**src/rtl/vram_arbiter.sv**
```systemverilog
// vram_arbiter: shares the 16KB video SRAM between the ULA video
// fetcher (absolute same-cycle priority) and latched CPU accesses.
//
// Ports:
//   clk28, rst_n          28MHz clock, synchronous active-low reset
//   video_busy, video_va  ULA owns the SRAM this cycle / its address
//   video_data            SRAM read data towards the ULA
//   cpu_req/we/a/din      CPU request (rising edge starts a transaction)
//   cpu_dout, cpu_ack     read data register, one-cycle completion pulse
//   cpu_wait_n            low while a CPU transaction is pending
//   sram_a/d_o/d_oe/we_n  SRAM pins (driven), sram_d_i SRAM read data
//   err                   sticky watchdog timeout flag
//
// Optional: define VRAM_TIMEOUT_EN to enable the pending-request
// watchdog (TIMEOUT cycles); otherwise err is tied low.
module vram_arbiter #(
   parameter int ACC_CYCLES = 3,
   parameter int TIMEOUT    = 255
) (
   input  logic        clk28,
   input  logic        rst_n,
   input  logic        video_busy,
   input  logic [13:0] video_va,
   output logic [7:0]  video_data,
   input  logic        cpu_req,
   input  logic        cpu_we,
   input  logic [13:0] cpu_a,
   input  logic [7:0]  cpu_din,
   output logic [7:0]  cpu_dout,
   output logic        cpu_ack,
   output logic        cpu_wait_n,
   output logic [13:0] sram_a,
   output logic [7:0]  sram_d_o,
   output logic        sram_d_oe,
   output logic        sram_we_n,
   input  logic [7:0]  sram_d_i,
   output logic        err
);

   typedef enum logic [1:0] {
      ST_IDLE,
      ST_WAIT,
      ST_ACCESS,
      ST_DONE
   } state_t;

   localparam logic [2:0] CNT_LAST = 3'(ACC_CYCLES - 1);

   state_t      state;
   state_t      state_n;
   logic [2:0]  cnt;
   logic [2:0]  cnt_n;
   logic        req_q;
   logic [13:0] a_r;
   logic [7:0]  d_r;
   logic        we_r;
   logic [7:0]  dout_n;
   logic        accept;
   logic        cpu_go;
   logic        pending;
   logic        tmo_hit;

   assign accept  = cpu_req && !req_q && (state == ST_IDLE);
   assign pending = (state == ST_WAIT) || (state == ST_ACCESS);

   // CPU owns the pins only in ACCESS and only when video is idle,
   // so video always wins within the same cycle.
   assign cpu_go     = (state == ST_ACCESS) && !video_busy;
   assign sram_a     = cpu_go ? a_r : video_va;
   assign sram_d_o   = d_r;
   assign sram_d_oe  = cpu_go && we_r;
   // Strobe released on the last access cycle to give data hold.
   assign sram_we_n  = !(cpu_go && we_r && (cnt < CNT_LAST));
   assign video_data = sram_d_i;
   assign cpu_ack    = (state == ST_DONE);

`ifdef VRAM_TIMEOUT_EN
   localparam int TW = (TIMEOUT > 255) ? $clog2(TIMEOUT + 1) : 8;

   logic [TW-1:0] tmo_cnt;
   logic          err_r;

   always_ff @(posedge clk28) begin
      if (!rst_n) begin
         tmo_cnt <= '0;
      end else if (accept) begin
         tmo_cnt <= '0;
      end else if (pending) begin
         tmo_cnt <= tmo_cnt + TW'(1);
      end
   end

   // Fires on the TIMEOUT-th pending cycle.
   assign tmo_hit = pending && (tmo_cnt == TW'(TIMEOUT - 1));

   always_ff @(posedge clk28) begin
      if (!rst_n) begin
         err_r <= 1'b0;
      end else if (tmo_hit) begin
         err_r <= 1'b1;
      end
   end

   assign err = err_r;
`else
   assign tmo_hit = 1'b0;
   assign err     = 1'b0;
`endif

   always_comb begin
      state_n = state;
      cnt_n   = cnt;
      dout_n  = cpu_dout;
      unique case (state)
         ST_IDLE: begin
            if (accept) begin
               state_n = video_busy ? ST_WAIT : ST_ACCESS;
               cnt_n   = '0;
            end
         end
         ST_WAIT: begin
            if (tmo_hit) begin
               state_n = ST_DONE;
               if (!we_r) dout_n = 8'hFF;
            end else if (!video_busy) begin
               state_n = ST_ACCESS;
               cnt_n   = '0;
            end
         end
         ST_ACCESS: begin
            if (tmo_hit) begin
               state_n = ST_DONE;
               if (!we_r) dout_n = 8'hFF;
            end else if (video_busy) begin
               // Aborted by video: the whole access restarts.
               state_n = ST_WAIT;
               cnt_n   = '0;
            end else if (cnt == CNT_LAST) begin
               state_n = ST_DONE;
               if (!we_r) dout_n = sram_d_i;
            end else begin
               cnt_n = cnt + 3'd1;
            end
         end
         ST_DONE: begin
            state_n = ST_IDLE;
         end
         default: begin
            state_n = ST_IDLE;
         end
      endcase
   end

   always_ff @(posedge clk28) begin
      if (!rst_n) begin
         state      <= ST_IDLE;
         cnt        <= '0;
         req_q      <= 1'b0;
         cpu_dout   <= 8'hFF;
         cpu_wait_n <= 1'b1;
         a_r        <= '0;
         d_r        <= '0;
         we_r       <= 1'b0;
      end else begin
         state      <= state_n;
         cnt        <= cnt_n;
         req_q      <= cpu_req;
         cpu_dout   <= dout_n;
         cpu_wait_n <= !((state_n == ST_WAIT) ||
                         (state_n == ST_ACCESS));
         if (accept) begin
            a_r  <= cpu_a;
            d_r  <= cpu_din;
            we_r <= cpu_we;
         end
      end
   end

endmodule
```
**config.mk**
```make
export PLATFORM = sky130hd
export DESIGN_NAME = vram_arbiter
export DESIGN_NICKNAME = d
export VERILOG_FILES = /design/src/rtl/vram_arbiter.sv
export SDC_FILE = /design/constraint.sdc
export NUM_CORES = 1
export LEC_CHECK = 0
export CELL_PAD_IN_SITES_DETAIL_PLACEMENT = 2
export CELL_PAD_IN_SITES_GLOBAL_PLACEMENT = 2
export CORE_MARGIN = 2
export CORE_UTILIZATION = 22
export CTS_CLUSTER_DIAMETER = 150
export DETAILED_ROUTE_END_ITERATION = 8
export PLACE_DENSITY = 0.77
export SLEW_MARGIN = 20
export SYNTH_ARGS = -nofsm -noshare
export SYNTH_HDL_FRONTEND = slang
export SYNTH_SLANG_ARGS = --single-unit
```
**constraint.sdc**
```tcl
create_clock -name clk28 -period 1.94 [get_ports clk28]
set_input_delay 0.388 -clock clk28 [delete_from_list [all_inputs] [get_ports clk28]]
set_output_delay 0.388 -clock clk28 [all_outputs]
set_load 0.05 [all_outputs]
```
==> flow_summary.ini, run 1 <==
[finish]
fillers = 882
post-route-util_pct = 40.4
instances_no_fill = 404
multi_input_area_um2 = 1020
ff_latch_area_um2 = 763
area_delta_synth_final_pct = 76.1
nets = 349
drive_gt1_share_pct = 23.1
diodes = 0
fin_area_um2 = 3350

[setup_path]
critical_path_class = flop to output port
r2r_setup_slack_ns = 0.31
crit_path_end_kind = output port
worst_r2r_endpoint = cpu_dout[0]$_SDFFE_PN1P_
startpoint_type = flop
worstPathMaxFanout = 8
reg2reg_from = state[0]$_SDFF_PN0_
critPathRequiredTime_ns = 1.55
crit_start = state[0]$_SDFF_PN0_
rr_worst_depth = 7
cp.arrival_ns = 1.60

[drt]
drc = 0
first_iter_violations = 25
drt-pass1-iter-count = 4
vias_per_cell = 4.45
drt-total-wl_mm = 6.22
drt-wirelength-per-cell_um = 15.4
vias = 1799
ant_nets = 0

[status]
status = finished, violations left
violations = negative setup slack

[synthesis]
synth_edf_count = 0
synth_largest_area_cell = dfxtp_1
synth_flop_cell = dfxtp_1
yosysWarnings = 0
netlist-cell-type-count = 30
synth_top_area_share_pct = 40.0
async_reset_ff_share_pct = 0
synth_most_common_cell = nand2_1
synth_cells = 210
synthTopCellsByArea = dfxtp_1 (40%), nand2_1 (9.9%), mux2_2 (8.3%), a21boi_1 (7.9%), nor2b_1 (5.6%)
synth_commonest_cells = nand2_1 (50), dfxtp_1 (38), a21boi_1 (20)
synth-seq-cells = 38
synth.cell_area_um2 = 1900
synth_nets = 261
avgSynthCellArea_um2 = 9.06
ys_seq_area_share_pct = 40.0

[min_path]
whs_path_depth = 2
hold_start = sram_d_o[0]$_SDFFE_PN0N_
worstHoldEndpoint = sram_d_o[0]$_SDFFE_PN0N_
hp-class = flop to flop

[timing]
slew_headroom_pct = 64.8
min_period_ns = 1.99
rsz0062_at_grt = yes
fmax_ghz = 0.503
clock_skew_ns = 0.00532
drv_slew = 0
tightest_slew_ns = 0.526
setup_violations = 14
finalCritPeriodShare_pct = 102
final_hold_viol_count = 0
fin_ws_ns = -0.0471

[clock_network]
clkLatencyLatePin_ns = 0.29
cts_max_level = 2
root_buffer = clkbuf_8
cts_tree = built
clockBufferDepth = 2
clk_pin_slew_worst_paths_ns = 0.08
holdBufCountCts = 0
numCtsBuffers = 5
cts_sinks = 38

[place]
place.gp.congestion = 0.753
post-place-ws_ns = -0.281
dp_hpwl_mm = 4.29
placed_area_um2 = 3140
dpl.cell_count = 392
portBuffers = 90

[global_route]
grt_pass1_vias = 2042
antenna_found_initial = 0
grt_pass1_wl_mm = 10.5
grt_use_total_pct = 13.8
grt_max_degree = 53
grt-ovfl-total = 0

[die]
die_area_um2 = 9400
rows = 33
start_util_pct = 22.9
fp.dieW_um = 97.0
io_pins = 92
coreArea_um2 = 8300
die_y_um = 97.0

[job]
drv_cap = 0

[pwr]
p_per_area_nw_per_um2 = 602
ir_worst_vdd_mv = 0.204
p_leak_nw = 1.31
[area by class of cell]
type / count / share of cell area [%]
Clock buffer: 7 / 2.58
Clock inverter: 1 / 0.149
Inverter: 4 / 0.448
Multi-Input combinational cell: 145 / 30.6
Sequential cell: 38 / 22.8
Tap cell: 105 / 3.92
Timing Repair Buffer: 104 / 39.5
[power by group]
| group | switching (mW) | total, mW | internal (mW) |
|---|---|---|---|
| Clock | 0.282 | 0.569 | 0.287 |
| Combinational | 0.296 | 0.612 | 0.316 |
| Sequential | 0.0219 | 0.837 | 0.815 |
[cells by family after synthesis]
group / count (synthesis) / synth area share [%]
and+or+nand+nor: 91 / 24.9
buffers and inverters: 27 / 9.47
adders and majority gates: 2 / 1.32
DFF: 38 / 40.0
other: 1 / 0.197
AOI/OAI and AO/OA: 29 / 11.6
muxes: 22 / 12.5
[flip-flops by register name (all words and copies together) (netlist names)]
signal	cells
cnt	3
a_r	14
we_r	1
cpu_wait_n	1
state	2
cpu_dout	8
req_q	1
sram_d_o	8
[critical path, stage by stage (launching register included)]
cell	delay [ns]
dfxtp_2	0.34
nor3b_4	0.22
buf_12	0.14
buf_12	0.13
mux2_4	0.32
buf_12	0.15
[per-stage QoR]
stage               TNS, ns  power (mW)  hold WS (ns)
finish               -0.584        2.02         0.463
global placement      -3.73        1.44         0.441
detailed placement    -4.52        1.45         0.454
floorplan                 0        1.15         0.432
global route          -1.56        2.12         0.487
CTS                  -0.864        2.06         0.468
[metal layers]
layer / GRT usage [%] / share of wire, % / wire length [µm] / vias up
met5: 0 / 0 / 0 / -
met4: 4.23 / 0.77 / 48 / 0
met3: 3.03 / 6.3 / 394 / 4
met2: 23.1 / 47 / 2950 / 61
met1: 17.6 / 45 / 2830 / 868
li1: - / - / - / 866
[placed cells by master, fill, tap and decap left out, types with 2 or more instances in the layout]
cell type	Yosys	final
dfxtp_1	38	36
nand4b_1	2	2
mux2i_1	8	8
buf_4	10	8
ha_1	2	2
nand2b_1	2	2
nor2b_1	17	17
nand2_1	50	49
nand4_1	4	4
a21boi_0	3	3
inv_1	4	4
o2111ai_1	3	3
buf_12	0	30
dfxtp_2	0	2
nand3_1	4	4
nor2_1	3	3
clkbuf_8	0	6
a21boi_1	20	20
mux2_4	0	14
clkdlybuf4s50_1	0	64
[repair_timing]
action	4_1_cts	5_1_grt
gates resized for setup	24	1
endpoints found under the hold margin	0	0
buffers inserted	4	0
setup endpoints to repair	16	15
pin swaps	1	0
[worst max path at each step]
stage	end	cells after the start	slack [ns]
3_3_place_gp	sram_a[11]	5	-0.24
3_5_place_dp	sram_a[1]	5	-0.28
5_1_grt	sram_a[11]	5	-0.12
4_1_cts	sram_a[11]	5	-0.07
6_report	sram_a[11]	5	-0.05
2_1_floorplan	sram_we_n	5	0.04
Power figures use the tool's default switching activity.
==> run 2, diff against run 1 <==
- GPL_TIMING_DRIVEN: default -> 0
==> flow_summary.ini, run 2 (synthesized netlist as in run 1, its figures left out) <==
[status]
status = finished, violations left
violations = negative setup slack

[drt]
vias_per_cell = 4.38
vias = 1860
drc = 0
drt-pass1-iter-count = 4
drt-total-wl_mm = 6.32
drt-wirelength-per-cell_um = 14.9
ant_nets = 0
first_iter_violations = 13

[setup_path]
critPathBufInv = 3
worst_r2r_endpoint = cpu_dout[1]$_SDFFE_PN1P_
rr_worst_depth = 7
r2r_setup_slack_ns = 0.27
slowest_delay_ns = 0.38
crit_path_end_kind = output port
critical_path_class = flop to output port
startpoint_type = flop
cp.arrival_ns = 1.67
critPathRequiredTime_ns = 1.55
worstPathCellList = nor3b_4, buf_6, buf_12, mux2_4, buf_8
reg2reg_from = state[0]$_SDFF_PN0_
crit_family = buffers and inverters
worstPathMaxFanout = 8
crit_path_top_delay_cell = dfxtp_4

[timing]
min_period_ns = 2.06
final_hold_viol_count = 0
finalCritPeriodShare_pct = 106
tightest_slew_ns = 0.518
rsz0062_at_grt = yes
slew_headroom_pct = 65.3
fmax_ghz = 0.487
setup_violations = 16
drv_slew = 0
clock_skew_ns = 0.00851
fin_ws_ns = -0.115

[place]
placed_area_um2 = 2940
dpl.cell_count = 405
place.gp.congestion = 0.737
dp_hpwl_mm = 4.50
portBuffers = 90

[clock_network]
cts_sinks = 38
holdBufCountCts = 0
numCtsBuffers = 5
cts_tree = built
clkLatencyLatePin_ns = 0.29
cts_max_level = 2
root_buffer = clkbuf_8
clockBufferDepth = 2
clk_pin_slew_worst_paths_ns = 0.08

[finish]
nets = 370
post-route-util_pct = 39.8
top_register = a_r
diodes = 0
layout_common_cells = clkdlybuf4s50_1 (64), nand2_1 (49), dfxtp_1 (36)
drive_gt1_share_pct = 24.1
fin_area_um2 = 3310
largest_reg_flops = 14
instances_no_fill = 425
area_delta_synth_final_pct = 73.8
final_common_cell = clkdlybuf4s50_1

[die]
rows = 33
coreArea_um2 = 8300
fp.dieW_um = 97.0
io_pins = 92
die_area_um2 = 9400
die_y_um = 97.0
start_util_pct = 22.9

[pwr]
p_sw_share_pct = 29.6
clkPwrFrac_pct = 32.7
p_int_mw = 1.47
pwr-share-comb_pct = 27.3
ir_worst_vdd_mv = 0.400
p_sw_mw = 0.618
seqPwrFrac_pct = 40.0
total_power_mw = 2.09
p_leak_nw = 1.34
p_per_area_nw_per_um2 = 631

[global_route]
grt_use_total_pct = 13.6
grt-ovfl-total = 0
grt_pass1_vias = 2065
grt_pass1_wl_mm = 10.4
grt_max_degree = 13
antenna_found_initial = 0

[min_path]
hp-class = flop to flop
worstHoldEndpoint = sram_d_o[2]$_SDFFE_PN0N_
whs_path_depth = 2
hold_start = sram_d_o[2]$_SDFFE_PN0N_

[job]
drv_cap = 0
## run 2: changes by cell type in the layout (fill, tap and decap cells not counted), sizes merged
cell / before / now
dlygate4sd2: 0 / 7
bufinv: 0 / 1
clkbuf: 7 / 10
buf: 39 / 46
clkinv: 1 / 2
clkdlybuf4s15: 1 / 3
## run 2: through the flow
stage / worst slack (ns) / TNS [ns] / hold WS, ns
2_1_floorplan: 0.0383 / 0 / 0.432
3_3_place_gp: -1.02 / -16.22 / 0.439
3_5_place_dp: -1.01 / -16.59 / 0.448
4_1_cts: -0.188 / -1.72 / 0.459
5_1_grt: -0.187 / -2.61 / 0.487
6_report: -0.115 / -1.55 / 0.461
## run 2: timing repair
item | in CTS | in global routing
endpoints found under the setup margin | 25 | 18
pin swaps | 1 | 1
gates cloned | 1 | 0
buffers inserted | 5 | 8
gates resized for setup | 158 | 11
## run 2: power by group through the flow
stage / registers (mW) / logic (mW) / clock network [mW]
after floorplan: 0.889 / 0.259 / 0
after global placement: 0.852 / 0.510 / 0
after detailed placement: 0.853 / 0.518 / 0
after CTS: 0.837 / 0.559 / 0.716
after global routing: 0.841 / 0.603 / 0.740
final: 0.836 / 0.569 / 0.683
## run 2: worst max-delay path by stage
stage	start	end	slack, ns	depth (start not counted)
floorplan	state[1]$_SDFF_PN0_	sram_we_n	0.04	5
global route	state[0]$_SDFF_PN0_	sram_we_n	-0.19	7
global placement	video_busy	sram_a[11]	-1.02	6
CTS	state[1]$_SDFF_PN0_	sram_a[11]	-0.19	5
finish	state[0]$_SDFF_PN0_	sram_a[12]	-0.12	5
detailed placement	video_busy	sram_a[11]	-1.01	6
## run 2: final cells by class
| cell class | instances | area, µm² |
|---|---|---|
| flip-flops and latches | 38 | 768 |
| well taps | 105 | 131 |
| fillers | 897 | 4990 |
| inverters | 4 | 15.0 |
| plain buffers | 22 | 166 |
| repair buffers | 103 | 1090 |
| clock inverters | 3 | 40.0 |
| multi-input cells | 145 | 1020 |
| clock buffers | 5 | 68.8 |
## run 2: worst register-to-register path: cells and delay by family (launching register included)
family / cells / cell delay [ns]
multiplexers: 1 / 0.20
AND/OR/NAND/NOR: 2 / 0.43
flip-flops: 1 / 0.38
buffers and inverters: 4 / 0.58
## run 2: per-layer routing
layer | GRT usage (%) | wire length [µm] | up-vias
met1 | 16.2 | 2700 | 890
met2 | 23.4 | 3120 | 60
met5 | 0 | 0 | -
li1 | - | - | 906
met4 | 3.58 | 61 | 0
met3 | 4.62 | 435 | 4
==> run 3, diff against run 2 <==
--- a/config.mk
+++ b/config.mk
@@ -19 +19,2 @@
 export SYNTH_SLANG_ARGS = --single-unit
+export TNS_END_PERCENT = 50
==> constraint.sdc (replaced) <==
create_clock -name clk28 -period 1.94 [get_ports clk28]
set_input_delay 0.194 -clock clk28 [delete_from_list [all_inputs] [get_ports clk28]]
set_output_delay 0.194 -clock clk28 [all_outputs]
set_load 0.05 [all_outputs]
==> flow_summary.ini, run 3 (synthesized netlist as in run 1, its figures left out) <==
[status]
status = complete, no violations

[pwr]
total_power_mw = 1.88
ir_worst_vdd_mv = 0.221
p_sw_mw = 0.566
p_per_area_nw_per_um2 = 604
p_leak_nw = 1.22
clkPwrFrac_pct = 27.2
p_sw_share_pct = 30.2
pwr-share-comb_pct = 28.3
p_int_mw = 1.31
seqPwrFrac_pct = 44.5

[setup_path]
startpoint_type = flop
crit_path_end_kind = output port
cp.arrival_ns = 1.73
critPathRequiredTime_ns = 1.75
critical_path_class = flop to output port
worstPathMaxFanout = 3

[finish]
diodes = 0
top_register = a_r
layout_common_cells = clkdlybuf4s50_1 (72), nand2_1 (49), dfxtp_1 (37)
area_delta_synth_final_pct = 63.5
nets = 364
post-route-util_pct = 37.5
largest_reg_flops = 14
final_common_cell = clkdlybuf4s50_1
drive_gt1_share_pct = 20.8

[job]
drv_cap = 0

[global_route]
grt_pass1_vias = 1980
grt_max_degree = 11
grt_use_total_pct = 13.3
antenna_found_initial = 0
grt_pass1_wl_mm = 10.1
grt-ovfl-total = 0

[drt]
drt-wirelength-per-cell_um = 14.6
drc = 0
ant_nets = 0
vias_per_cell = 4.35
first_iter_violations = 21
vias = 1820
drt-total-wl_mm = 6.09
drt-pass1-iter-count = 3

[die]
fp.dieW_um = 97.0
start_util_pct = 22.9
die_area_um2 = 9400
io_pins = 92
coreArea_um2 = 8300
rows = 33
die_y_um = 97.0

[timing]
tightest_slew_ns = 0.516
finalCritPeriodShare_pct = 99.1
clock_skew_ns = 0.00561
slew_headroom_pct = 65.5
fmax_ghz = 0.520
rsz0062_at_grt = yes
setup_violations = 0
drv_slew = 0
min_period_ns = 1.92
final_hold_viol_count = 0

[clock_network]
root_buffer = clkbuf_8
numCtsBuffers = 5
cts_max_level = 2
cts_sinks = 38
clkLatencyLatePin_ns = 0.28
cts_tree = built
clk_pin_slew_worst_paths_ns = 0.07
clockBufferDepth = 2

[place]
dp_hpwl_mm = 4.60
place.gp.congestion = 0.771
portBuffers = 90

[min_path]
hp-class = input pin to flop
==> run 3: final timing paths <==
check,from,endpoint,slack [ns],depth (start not counted)
max,state[0]$_SDFF_PN0_,sram_a[13],0.02,6
min,cpu_a[9],a_r[9]$_SDFFE_PN0N_,0.45,3
max reg2reg,state[0]$_SDFF_PN0_,a_r[8]$_SDFFE_PN0N_,0.29,7
min reg2reg,a_r[7]$_SDFFE_PN0N_,a_r[7]$_SDFFE_PN0N_,0.46,2
==> run 3: area by class of cell <==
class                   count  area [µm²]
clock buffers               7        76.3
flip-flops and latches     38         764
well taps                 105         131
plain buffers              23         173
repair buffers             96         965
inverters                   4        15.0
fillers                   955        5190
multi-input cells         145         985
==> run 3: per-stage QoR <==
step           instance area [µm²]  setup TNS (ns)  instances  setup WS [ns]  hold slack (ns)
6_report                      3110               0        418         0.0180            0.451
5_1_grt                       3110          -0.347        418        -0.0514            0.445
4_1_cts                       3080          -0.114        417        -0.0335            0.444
3_5_place_dp                  2940           -8.20        405         -0.641            0.453
3_3_place_gp                  2940           -7.91        405         -0.617            0.441
2_1_floorplan                 1900               0        210         0.0297            0.316
==> run 3: power groups by stage <==
stage	clock network, mW	registers (mW)	logic (mW)
2_1_floorplan	0	0.889	0.259
3_3_place_gp	0	0.854	0.509
3_5_place_dp	0	0.855	0.517
4_1_cts	0.544	0.836	0.534
5_1_grt	0.579	0.841	0.569
6_report	0.511	0.835	0.531
==> run 3: worst max-delay path, stage by stage (launching register included) <==
cell and delay (ns):
dfxtp_1 0.31, buf_6 0.12, nor3b_4 0.21, buf_6 0.17, buf_12 0.10, mux2_2 0.32, buf_2 0.21
==> run 3: metal layers <==
| layer | up-vias | global-route usage, % | part of all wire, % |
|---|---|---|---|
| li1 | 892 | - | - |
| met1 | 867 | 16.5 | 44 |
| met2 | 55 | 23.1 | 50 |
| met3 | 6 | 3.18 | 5.5 |
| met4 | 0 | 3.25 | 1.0 |
| met5 | - | 0 | 0 |
==> run 3: what timing repair did <==
action | in CTS | in global routing
hold buffers | 0 | 0
setup endpoints to repair | 17 | 16
pin swaps | 1 | 0
cloned | 1 | 0
buffers inserted | 4 | 2
resized for setup | 102 | 14
